$ cat config.mk
export PLATFORM = sky130hd
export DESIGN_NAME = ex_mem_stage
export DESIGN_NICKNAME = d
export VERILOG_FILES = /design/src/rtl/ex_mem_stage_pkg.sv /design/src/rtl/ex_mem_stage_branch_resolve.sv /design/src/rtl/ex_mem_stage.sv
export SDC_FILE = /design/constraint.sdc
export NUM_CORES = 1
export LEC_CHECK = 0
export CORE_UTILIZATION = 45
export CTS_BUF_LIST = sky130_fd_sc_hd__clkbuf_4
export DETAILED_ROUTE_END_ITERATION = 16
export GPL_TIMING_DRIVEN = 0
export HOLD_SLACK_MARGIN = 0.02
export PLACE_DENSITY = 0.89
export SLEW_MARGIN = 20
export SYNTH_ARGS = -nofsm -noshare
export SYNTH_HDL_FRONTEND = slang
export SYNTH_SLANG_ARGS = --single-unit
$ cat constraint.sdc
create_clock -name clk -period 1.76 [get_ports clk]
set_input_delay 0.352 -clock clk [delete_from_list [all_inputs] [get_ports clk]]
set_output_delay 0.352 -clock clk [all_outputs]
set_load 0.005 [all_outputs]
$ cat src/rtl/ex_mem_stage_pkg.sv
// Shared definitions for the EX/MEM pipeline stage: cause code, FSM encoding
// and the registered control bundle.
package ex_mem_stage_pkg;

  localparam logic [4:0] EXC_OV_CODE = 5'd12;
  localparam int         CTRL_W      = 3;

  typedef enum logic {
    ST_RUN  = 1'b0,
    ST_TRAP = 1'b1
  } state_e;

  typedef struct packed {
    logic reg_write;
    logic mem_read;
    logic mem_write;
  } ctrl_t;

  // Drop every control bit of a bundle that does not belong to a real instruction.
  function automatic ctrl_t gate_ctrl(input ctrl_t c, input logic v);
    return ctrl_t'({CTRL_W{v}} & c);
  endfunction

endpackage

$ cat src/rtl/ex_mem_stage_branch_resolve.sv
// Combinational branch resolution: taken decision and PC-relative target.
// Kept separate so it can be reused if branch resolution moves to decode.
module ex_mem_stage_branch_resolve
  import ex_mem_stage_pkg::*;
#(
  parameter int N = 32
) (
  input  logic         i_valid,
  input  logic         i_branch,
  input  logic         i_cond,
  input  logic [N-1:0] i_pc_plus4,
  input  logic [N-1:0] i_offset,
  output logic         o_taken,
  output logic [N-1:0] o_target
);

  assign o_taken  = i_valid & i_branch & i_cond;
  // Word offset scaled to bytes; the sum wraps modulo 2^N.
  assign o_target = i_pc_plus4 + {i_offset[N-3:0], 2'b00};

endmodule

$ cat src/rtl/ex_mem_stage.sv
// EX/MEM pipeline register with branch resolution and precise overflow trap.
// Overflow trapping is built only when EXMEM_OVF_TRAP_EN is defined.
module ex_mem_stage
  import ex_mem_stage_pkg::*;
#(
  parameter int         N      = 32,
  parameter int         RW     = 5,
  parameter logic [4:0] EXC_OV = EXC_OV_CODE
) (
  input  logic          clk,
  input  logic          rst_n,
  input  logic          stall,
  input  logic          flush,
  input  logic          in_valid,
  input  logic [N-1:0]  pc_plus4,
  input  logic [N-1:0]  alu_out,
  input  logic          alu_zero,
  input  logic          alu_overflow,
  input  logic          trap_en,
  input  logic [N-1:0]  store_data,
  input  logic [RW-1:0] rd,
  input  logic          reg_write,
  input  logic          mem_read,
  input  logic          mem_write,
  input  logic          branch,
  input  logic [N-1:0]  br_offset,
  input  logic          exc_ack,
  output logic          out_valid,
  output logic [N-1:0]  out_alu,
  output logic [N-1:0]  out_store_data,
  output logic [RW-1:0] out_rd,
  output logic          out_reg_write,
  output logic          out_mem_read,
  output logic          out_mem_write,
  output logic          br_taken,
  output logic [N-1:0]  br_target,
  output logic          exc_valid,
  output logic [N-1:0]  epc,
  output logic [4:0]    exc_cause
);

  logic          w_br_taken;
  logic [N-1:0]  w_br_target;
  logic          w_do_bubble;
  logic          w_do_capture;
  ctrl_t         w_ctrl_raw;
  ctrl_t         w_ctrl_in;

  logic          r_valid;
  ctrl_t         r_ctrl;
  logic          r_br_taken;
  logic [N-1:0]  r_alu;
  logic [N-1:0]  r_store_data;
  logic [RW-1:0] r_rd;
  logic [N-1:0]  r_br_target;

  ex_mem_stage_branch_resolve #(.N(N)) u_branch_resolve (
    .i_valid    (in_valid),
    .i_branch   (branch),
    .i_cond     (alu_zero),
    .i_pc_plus4 (pc_plus4),
    .i_offset   (br_offset),
    .o_taken    (w_br_taken),
    .o_target   (w_br_target)
  );

  assign w_ctrl_raw = {reg_write, mem_read, mem_write};
  assign w_ctrl_in  = gate_ctrl(w_ctrl_raw, in_valid);

`ifdef EXMEM_OVF_TRAP_EN
  state_e       r_state;
  state_e       w_nxt_state;
  logic         w_ovf;
  logic         w_raise;
  logic         w_clear;
  logic         r_exc_valid;
  logic [N-1:0] r_epc;
  logic [4:0]   r_exc_cause;

  assign w_ovf = in_valid & trap_en & alu_overflow;

  // FSM state register
  always_ff @(posedge clk or negedge rst_n) begin
    if (!rst_n) begin
      r_state <= ST_RUN;
    end else begin
      r_state <= w_nxt_state;
    end
  end

  // Next state and per-edge stage action; exception beats branch, flush beats stall
  always_comb begin
    w_nxt_state  = r_state;
    w_do_bubble  = 1'b0;
    w_do_capture = 1'b0;
    w_raise      = 1'b0;
    w_clear      = 1'b0;
    case (r_state)
      ST_RUN: begin
        if (flush) begin
          w_do_bubble = 1'b1;
        end else if (stall) begin
          w_do_capture = 1'b0;
        end else if (w_ovf) begin
          w_do_bubble = 1'b1;
          w_raise     = 1'b1;
          w_nxt_state = ST_TRAP;
        end else begin
          w_do_capture = 1'b1;
        end
      end
      ST_TRAP: begin
        w_do_bubble = 1'b1;
        if (exc_ack) begin
          w_clear     = 1'b1;
          w_nxt_state = ST_RUN;
        end else begin
          w_nxt_state = ST_TRAP;
        end
      end
      default: begin
        w_do_bubble = 1'b1;
        w_nxt_state = ST_RUN;
      end
    endcase
  end

  // Sticky exception record; epc is the faulting instruction's own address
  always_ff @(posedge clk or negedge rst_n) begin
    if (!rst_n) begin
      r_exc_valid <= 1'b0;
      r_epc       <= {N{1'b0}};
      r_exc_cause <= 5'd0;
    end else if (w_raise) begin
      r_exc_valid <= 1'b1;
      r_epc       <= pc_plus4 - {{(N-3){1'b0}}, 3'd4};
      r_exc_cause <= EXC_OV;
    end else if (w_clear) begin
      r_exc_valid <= 1'b0;
      r_exc_cause <= 5'd0;
    end else begin
      r_exc_valid <= r_exc_valid;
    end
  end

  assign exc_valid = r_exc_valid;
  assign epc       = r_epc;
  assign exc_cause = r_exc_cause;
`else
  logic w_unused;
  assign w_unused = ^{exc_ack, trap_en, alu_overflow};

  // Without trapping the stage only flushes, holds or captures
  always_comb begin
    w_do_bubble  = 1'b0;
    w_do_capture = 1'b0;
    if (flush) begin
      w_do_bubble = 1'b1;
    end else if (stall) begin
      w_do_capture = 1'b0;
    end else begin
      w_do_capture = 1'b1;
    end
  end

  assign exc_valid = 1'b0;
  assign epc       = {N{1'b0}};
  assign exc_cause = 5'd0;
`endif

  // Stage registers; the redirect pulse is dropped on any non-capturing edge
  always_ff @(posedge clk or negedge rst_n) begin
    if (!rst_n) begin
      r_valid      <= 1'b0;
      r_ctrl       <= {CTRL_W{1'b0}};
      r_br_taken   <= 1'b0;
      r_alu        <= {N{1'b0}};
      r_store_data <= {N{1'b0}};
      r_rd         <= {RW{1'b0}};
      r_br_target  <= {N{1'b0}};
    end else if (w_do_bubble) begin
      r_valid    <= 1'b0;
      r_ctrl     <= {CTRL_W{1'b0}};
      r_br_taken <= 1'b0;
    end else if (w_do_capture) begin
      r_valid      <= in_valid;
      r_ctrl       <= w_ctrl_in;
      r_br_taken   <= w_br_taken;
      r_alu        <= alu_out;
      r_store_data <= store_data;
      r_rd         <= rd;
      r_br_target  <= w_br_target;
    end else begin
      r_br_taken <= 1'b0;
    end
  end

  assign out_valid      = r_valid;
  assign out_alu        = r_alu;
  assign out_store_data = r_store_data;
  assign out_rd         = r_rd;
  assign out_reg_write  = r_ctrl.reg_write;
  assign out_mem_read   = r_ctrl.mem_read;
  assign out_mem_write  = r_ctrl.mem_write;
  assign br_taken       = r_br_taken;
  assign br_target      = r_br_target;

endmodule

==> run summary, run 1 <==
RR Endpoint = br_target[15]
Crit Path Max Fanout = 2
Hold Path Class = in2reg
Unrepaired setup endpoints after global routing = yes
Max Clk Rate = 463 MHz
Final Max Tran Viols = 0
Via density per instance = 5.25
Async SR Flop Fraction = 100%
Routed WL = 22.8 mm
Die width = 116 microns
Worst VDD drop = 642 uV
Number of cells on the worst reg-to-reg path = 2
Grt ovf = 0
FF-to-FF setup slack = 0.67 ns
Vias = 6568
Core footprint = 12700 sq um
Initial Util = 46.4%
Vias in the first global route = 6293
Post-synth EDFFs = 0
DP HPWL = 14.7 mm
Final worst setup slack = -0.401 ns
Die area = 13500 sq um
Fillcell total = 778
Violated checks = negative setup slack
Place WS = -1.35 ns
Cell Area, Synth = 5880 sq um
Initial DRC Count = 507
Top post-synthesis cells by area = dfrtp_1 (45%), nand2_1 (17%), ha_1 (6.2%), buf_4 (4.9%), o21ai_0 (3.0%)
Worst rel slew slack = 57.3%
Placed cell area = 9000 sq um
Io pins = 290
Design Area, Final = 10200 sq um
Bufs on Longest Clock Path = 2
Most frequent cells in the layout = nand2_1 (260), buf_4 (119), dfrtp_1 (106), clkdlybuf4s50_1 (96), dlygate4sd2_1 (63)
Share of cells above drive strength 1 = 24.7%
Final setup viols = 18
Antenna violations before repair = 0
Syn. warnings = 0
I/O Buffers = 245
Yosys cell types = 56
Largest net degree at the start of global routing = 65
DR WL/cell = 18.2 microns
CP Launch Type = primary input
CTS buffer count = 9
Origin of the critical flop-to-flop path = br_target[15]
GRT Total Usage = 30.7%
Setup TNS Final = -3.49 ns
Register area share after synthesis = 45.1%
Leak Pwr = 5.60 nW
Routability cong. = 0.928
Hold path cells = 4
Clock skew = 0 ns
Synth top area share = 45.1%
Crit path DAT = 2.58 ns
H-Tree Depth = 3
Hold_sp = br_offset[0]
Final nets = 1249
Synth-to-Final Area Change = 73.2%
Final period utilization = 123%
Worst slew pin tran = 0.640 ns
Pwr Density = 695 nW/um^2
Top cell type by total area after synthesis = dfrtp_1
Syn Inst Count = 700
Status = complete, but fails checks
Final hold violation count = 0
CTS clk-pin slew, worst paths = 0.16 ns
Syn avg cell area = 8.40 sq um
Die H = 116 microns
CTS Root Cell = clkbuf_4
Commonest non-fill, non-tap cell in the layout = nand2_1
DRC = 0
Critical path class = in2reg
Clock Sink Count = 106
Worst Hold Path EP = br_target[2]
Yosys reg bits = 106
Maxcap violations = 0
Final Critical Period = 2.16 ns
Top_reg_cell synth = dfrtp_1
Routed Antenna Nets = 0
TritonCTS clock tree = built
WP data required = 2.18 ns
Clk Latency, worst-skew pair = 0.48 ns
N_diodes = 0
Row count = 41
First-pass DRT Iterations = 5
Crit end category = flip-flop
First-pass GRT wire length = 31.3 mm
routing by layer:
| metal | up-vias | GRT usage, % | routed length, microns |
|---|---|---|---|
| li1 | 3004 | - | - |
| met1 | 3090 | 33.3 | 8060 |
| met2 | 381 | 54.7 | 11500 |
| met3 | 93 | 10.7 | 2180 |
| met4 | 0 | 12.0 | 994 |
| met5 | - | 0 | 0 |
logic make-up after synthesis:
family | count (synthesis) | share of synthesized area [%]
simple gates | 340 | 23.8
compound gates | 116 | 12.8
flops | 106 | 45.1
buf+inv | 83 | 8.02
fa+ha+maj | 30 | 6.51
xor+xnor | 23 | 3.43
other cells | 1 | 0.0638
mux | 1 | 0.170
layout make-up:
type / instances / area, sq um / area share, %
plain buffers: 67 / 462 / 4.54
clock buffers: 9 / 67.6 / 0.664
clock inverters: 7 / 51.3 / 0.504
inverters: 8 / 30.0 / 0.295
multi-input cells: 548 / 3540 / 34.8
flip-flops and latches: 106 / 2650 / 26.1
well taps: 172 / 215 / 2.11
repair buffers: 333 / 3160 / 31.0
report_power, final:
| group | internal, W | switching (W) | total [W] | leakage, nW |
|---|---|---|---|---|
| Clock | 0.000305 | 0.000888 | 0.00119 | 0.0700 |
| Sequential | 0.00279 | 0.000208 | 0.00299 | 1.32 |
| Combinational | 0.00154 | 0.00134 | 0.00288 | 4.21 |
| Total | 0.00463 | 0.00244 | 0.00707 | 5.60 |
stage by stage:
stage / cells / power (W) / util [%] / hold slack [ns]
after global placement: 1154 / 0.00539 / 70.8 / 0.457
after global routing: 1250 / 0.00741 / 80.3 / 0.152
after detailed placement: 1155 / 0.00547 / 71.0 / 0.305
after CTS: 1217 / 0.00680 / 76.7 / 0.155
after floorplan: 737 / 0.00405 / - / 0.0564
final: 1250 / 0.00707 / 80.3 / 0.176
critical path, stage by stage:
cell      delay, ns
buf_6          0.08
ha_4           0.12
inv_2          0.03
fa_2           0.33
and2b_1        0.22
o211ai_1       0.13
a31o_1         0.26
o31ai_4        0.35
a41oi_2        0.17
or4_1          0.44
o211ai_1       0.09
synth_stat cells (all sizes together) (4+ instances only):
cell type and number:
o211ai 5, nand2 266, clkbuf 25, a41oi 6, ha 29, inv 8, xor2 13, nor2 27
nor3 9, dfrtp 106, nor2b 4, buf 50, o21ai 39, a21o 6, xnor2 10, nand3 10
nand4 8, a21oi 33
registers in the layout, summed over array words and instances, names as in the netlist:
register / flops
out_mem_write: 1
br_taken: 1
out_store_data: 32
br_target: 32
out_valid: 1
out_reg_write: 1
out_mem_read: 1
out_rd: 5
out_alu: 32
how the worst max path moves through the flow:
stage / startpoint / endpoint / slack, ns / cells after the start
2_1_floorplan: pc_plus4[2] / br_target[28] / -0.55 / 10
3_3_place_gp: rst_n / out_rd[1] / -3.71 / 1
3_5_place_dp: br_offset[0] / br_target[28] / -1.35 / 11
4_1_cts: br_offset[0] / br_target[28] / -0.45 / 11
5_1_grt: pc_plus4[2] / br_target[28] / -0.45 / 11
6_report: pc_plus4[2] / br_target[28] / -0.40 / 11
repair_timing:
item                                    4_1_cts  5_1_grt
gates resized for setup                     187      119
endpoints found under the setup margin      148      115
hold buffers                                  1        0
pin swaps                                    56       24
buffers inserted                             53       36
endpoints found under the hold margin        42        0
No activity file was read; power rests on OpenSTA's default activity.
==> inputs of run 2 (changes only) <==
CORE_ASPECT_RATIO = 1.25   (was unset)
==> run 2 against run 1 <==
  * The flow still finishes with violations (negative setup slack)
  * First-iteration DRC count grew 9.3%
  * Die area hardly changed
  * Sequential share of layout area decreased by 0.77 points
  * Cell area up 3.1%
  * Utilization increased by 2.1 points
  * Count of clock-buffer cells in the layout stayed put
  * Hold slack improved by 0.031 ns
  * Combinational power rose by 9.0%
  * Critical path depth stayed put
  * Via count grew 4.3%
  * Sequential power barely moved
  * Critical path type unchanged
==> run summary, run 2 (same netlist as run 1, synthesis figures left out) <==
Status = complete, but fails checks (unchanged)
Violated checks = negative setup slack (unchanged)
Pwr Density = 694 nW/um^2 (was 695 nW/um^2)
Io pins = 290 (unchanged)
DP HPWL = 14.9 mm (was 14.7 mm)
Via density per instance = 5.43 (was 5.25)
CP delay by family, top = compound AO/OA/AOI/OAI gates (unchanged)
Core footprint = 12700 sq um (about the same)
Crit path depth = 11 (unchanged)
Maxcap violations = 0 (unchanged)
Worst rel slew slack = 63.2% (was 57.3%)
WP data required = 2.15 ns (was 2.18 ns)
Routed Antenna Nets = 0 (unchanged)
GRT Total Usage = 29.3% (was 30.7%)
Largest net degree at the start of global routing = 68 (was 65)
CTS buffer count = 9 (unchanged)
Most frequent cells in the layout = nand2_1 (260), clkdlybuf4s50_1 (133), buf_4 (130), dfrtp_1 (106), dlymetal6s2s_1 (63) (was nand2_1 (260), buf_4 (119), dfrtp_1 (106), clkdlybuf4s50_1 (96), dlygate4sd2_1 (63))
Top cell by count, worst path = o211ai_1 (unchanged)
Final worst setup slack = -0.415 ns (was -0.401 ns)
DR WL/cell = 19.1 microns (was 18.2 microns)
Synth-to-Final Area Change = 78.5% (was 73.2%)
Hold Path Class = in2reg (unchanged)
Vias in the first global route = 6055 (was 6293)
Final period utilization = 124% (was 123%)
Max layer used = met4 (unchanged)
Total power = 0.00729 W (was 0.00707 W)
Row count = 46 (was 41)
Clock Sink Count = 106 (unchanged)
CP Launch Type = primary input (unchanged)
Final hold violation count = 0 (unchanged)
I/O Buffers = 245 (unchanged)
CTS Root Cell = clkbuf_4 (unchanged)
Leak Pwr = 5.61 nW (was 5.60 nW)
Fin util = 82.5% (was 80.3%)
Die width = 104 microns (was 116 microns)
Routed WL = 24.0 mm (was 22.8 mm)
TritonCTS clock tree = built (unchanged)
First-pass GRT wire length = 30.8 mm (was 31.3 mm)
Met2 wire length = 12.4 mm (was 11.5 mm)
Hold path cells = 4 (unchanged)
Clk Latency, worst-skew pair = 0.45 ns (was 0.48 ns)
Antenna violations before repair = 4 (was 0)
Clock skew = 0 ns (unchanged)
Initial Util = 46.2% (was 46.4%)
Die H = 130 microns (was 116 microns)
Crit end category = flip-flop (unchanged)
Unrepaired setup endpoints after global routing = yes (unchanged)
Initial DRC Count = 554 (was 507)
Crit path cell chain = buf_6 > ha_4 > inv_2 > fa_2 > and2b_1 > o211ai_1 > a31o_2 > o31ai_4 > a41oi_2 > or4_1 > o211ai_1 (was buf_6 > ha_4 > inv_2 > fa_2 > and2b_1 > o211ai_1 > a31o_1 > o31ai_4 > a41oi_2 > or4_1 > o211ai_1)
Bufs on Longest Clock Path = 2 (unchanged)
Final nets = 1260 (was 1249)
DRC = 0 (unchanged)
Crit-path max cell delay = 0.45 ns (was 0.44 ns)
Worst slew pin tran = 0.547 ns (was 0.640 ns)
Share of cells above drive strength 1 = 25.9% (was 24.7%)
Final setup viols = 20 (was 18)
Crit Path Max Fanout = 2 (unchanged)
Max Clk Rate = 460 MHz (was 463 MHz)
Final Max Tran Viols = 0 (unchanged)
Slowest stage cell, crit path = or4_1 (unchanged)
H-Tree Depth = 3 (unchanged)
Vias = 6848 (was 6568)
Commonest non-fill, non-tap cell in the layout = nand2_1 (unchanged)
Final Critical Period = 2.17 ns (was 2.16 ns)
Crit path DAT = 2.57 ns (was 2.58 ns)
M1 WL = 8.56 mm (was 8.06 mm)
Die area = 13500 sq um (about the same)
Number of cells on the worst reg-to-reg path = 2 (unchanged)
WP buf/inv = 2 (unchanged)
Worst VDD drop = 377 uV (was 642 uV)
Met3 WL = 1.94 mm (was 2.18 mm)
Fillcell total = 682 (was 778)
Grt ovf = 0 (unchanged)
Critical path class = in2reg (unchanged)
First-pass DRT Iterations = 8 (was 5)
Routability cong. = 0.976 (was 0.928)
CTS clk-pin slew, worst paths = 0.18 ns (was 0.16 ns)
## run 2: changes by cell type in the layout (fill, tap and decap cells not counted), moves of 5 or more
cell / delta
buf_4: +11
buf_6: +7
clkbuf_2: -13
clkdlybuf4s15_1: +6
clkdlybuf4s50_1: +37
dlygate4sd2_1: -40
ha_1: -5
ha_4: +5
o21ai_1: +5
## run 2: tightest hold or removal path: cells and delay by family
kind / cells / cell delay, ns
buf+inv: 1 / 0.07
fa+ha+maj: 1 / 0.11
simple gates: 2 / 0.10
## run 2: final timing paths
path	end	slack, ns	startpoint
max in group asynchronous	out_alu[1]	0.73	rst_n
setup reg to reg	br_target[15]	0.66	br_target[15]
hold reg to reg	out_store_data[23]	0.49	out_store_data[23]
setup / recovery	br_target[28]	-0.41	pc_plus4[2]
min in group asynchronous	out_store_data[5]	0.35	rst_n
hold / removal	br_target[2]	0.21	br_offset[0]
## run 2: metrics by stage
step / area (sq um) / hold slack (ns) / TNS, ns / instances / worst slack (ns)
4_1_cts: 9670 / 0.190 / -2.75 / 1200 / -0.501
3_5_place_dp: 8990 / 0.292 / -79.09 / 1151 / -1.34
5_1_grt: 10500 / 0.186 / -3.79 / 1258 / -0.387
3_3_place_gp: 8960 / 0.456 / -466.23 / 1150 / -3.68
2_1_floorplan: 6300 / 0.0564 / -3.69 / 737 / -0.549
6_report: 10500 / 0.208 / -3.53 / 1261 / -0.415
## run 2: routing by layer
layer / up-vias / track usage (%)
li1: 3019 / -
met1: 3278 / 30.9
met2: 438 / 55.6
met3: 113 / 6.59
met4: 0 / 13.9
met5: - / 0
## run 2: timing repair
| item | CTS | global route |
|---|---|---|
| setup buffers | 39 | 61 |
| resized for setup | 180 | 115 |
| hold buffers | 1 | 0 |
| pin swaps | 62 | 54 |
| hold endpoints to repair | 39 | 0 |
| endpoints found under the setup margin | 109 | 92 |
## run 2: cell type report
type | instances | area (sq um) | share of cell area, %
multi-input combinational | 548 | 3680 | 35.1
timing repair buffer | 345 | 3350 | 31.9
sequential | 106 | 2650 | 25.3
buffer | 66 | 440 | 4.20
tap | 168 | 210 | 2.00
clock buffer | 9 | 67.6 | 0.644
clock inverter | 7 | 43.8 | 0.417
inverter | 8 | 30.0 | 0.286
antenna | 4 | 10.0 | 0.0954
## run 2: report_power, final
group	total, W	internal (W)	switching, W
sequential	0.00298	0.00279	0.000196
combinational	0.00314	0.00171	0.00142
clock	0.00117	0.000292	0.000877
==> inputs of run 3 (changes only) <==
TNS_END_PERCENT = 100   (was unset)
==> results of run 3 <==
Same layout as run 2: the final DEF is identical, and so are final timing and power.
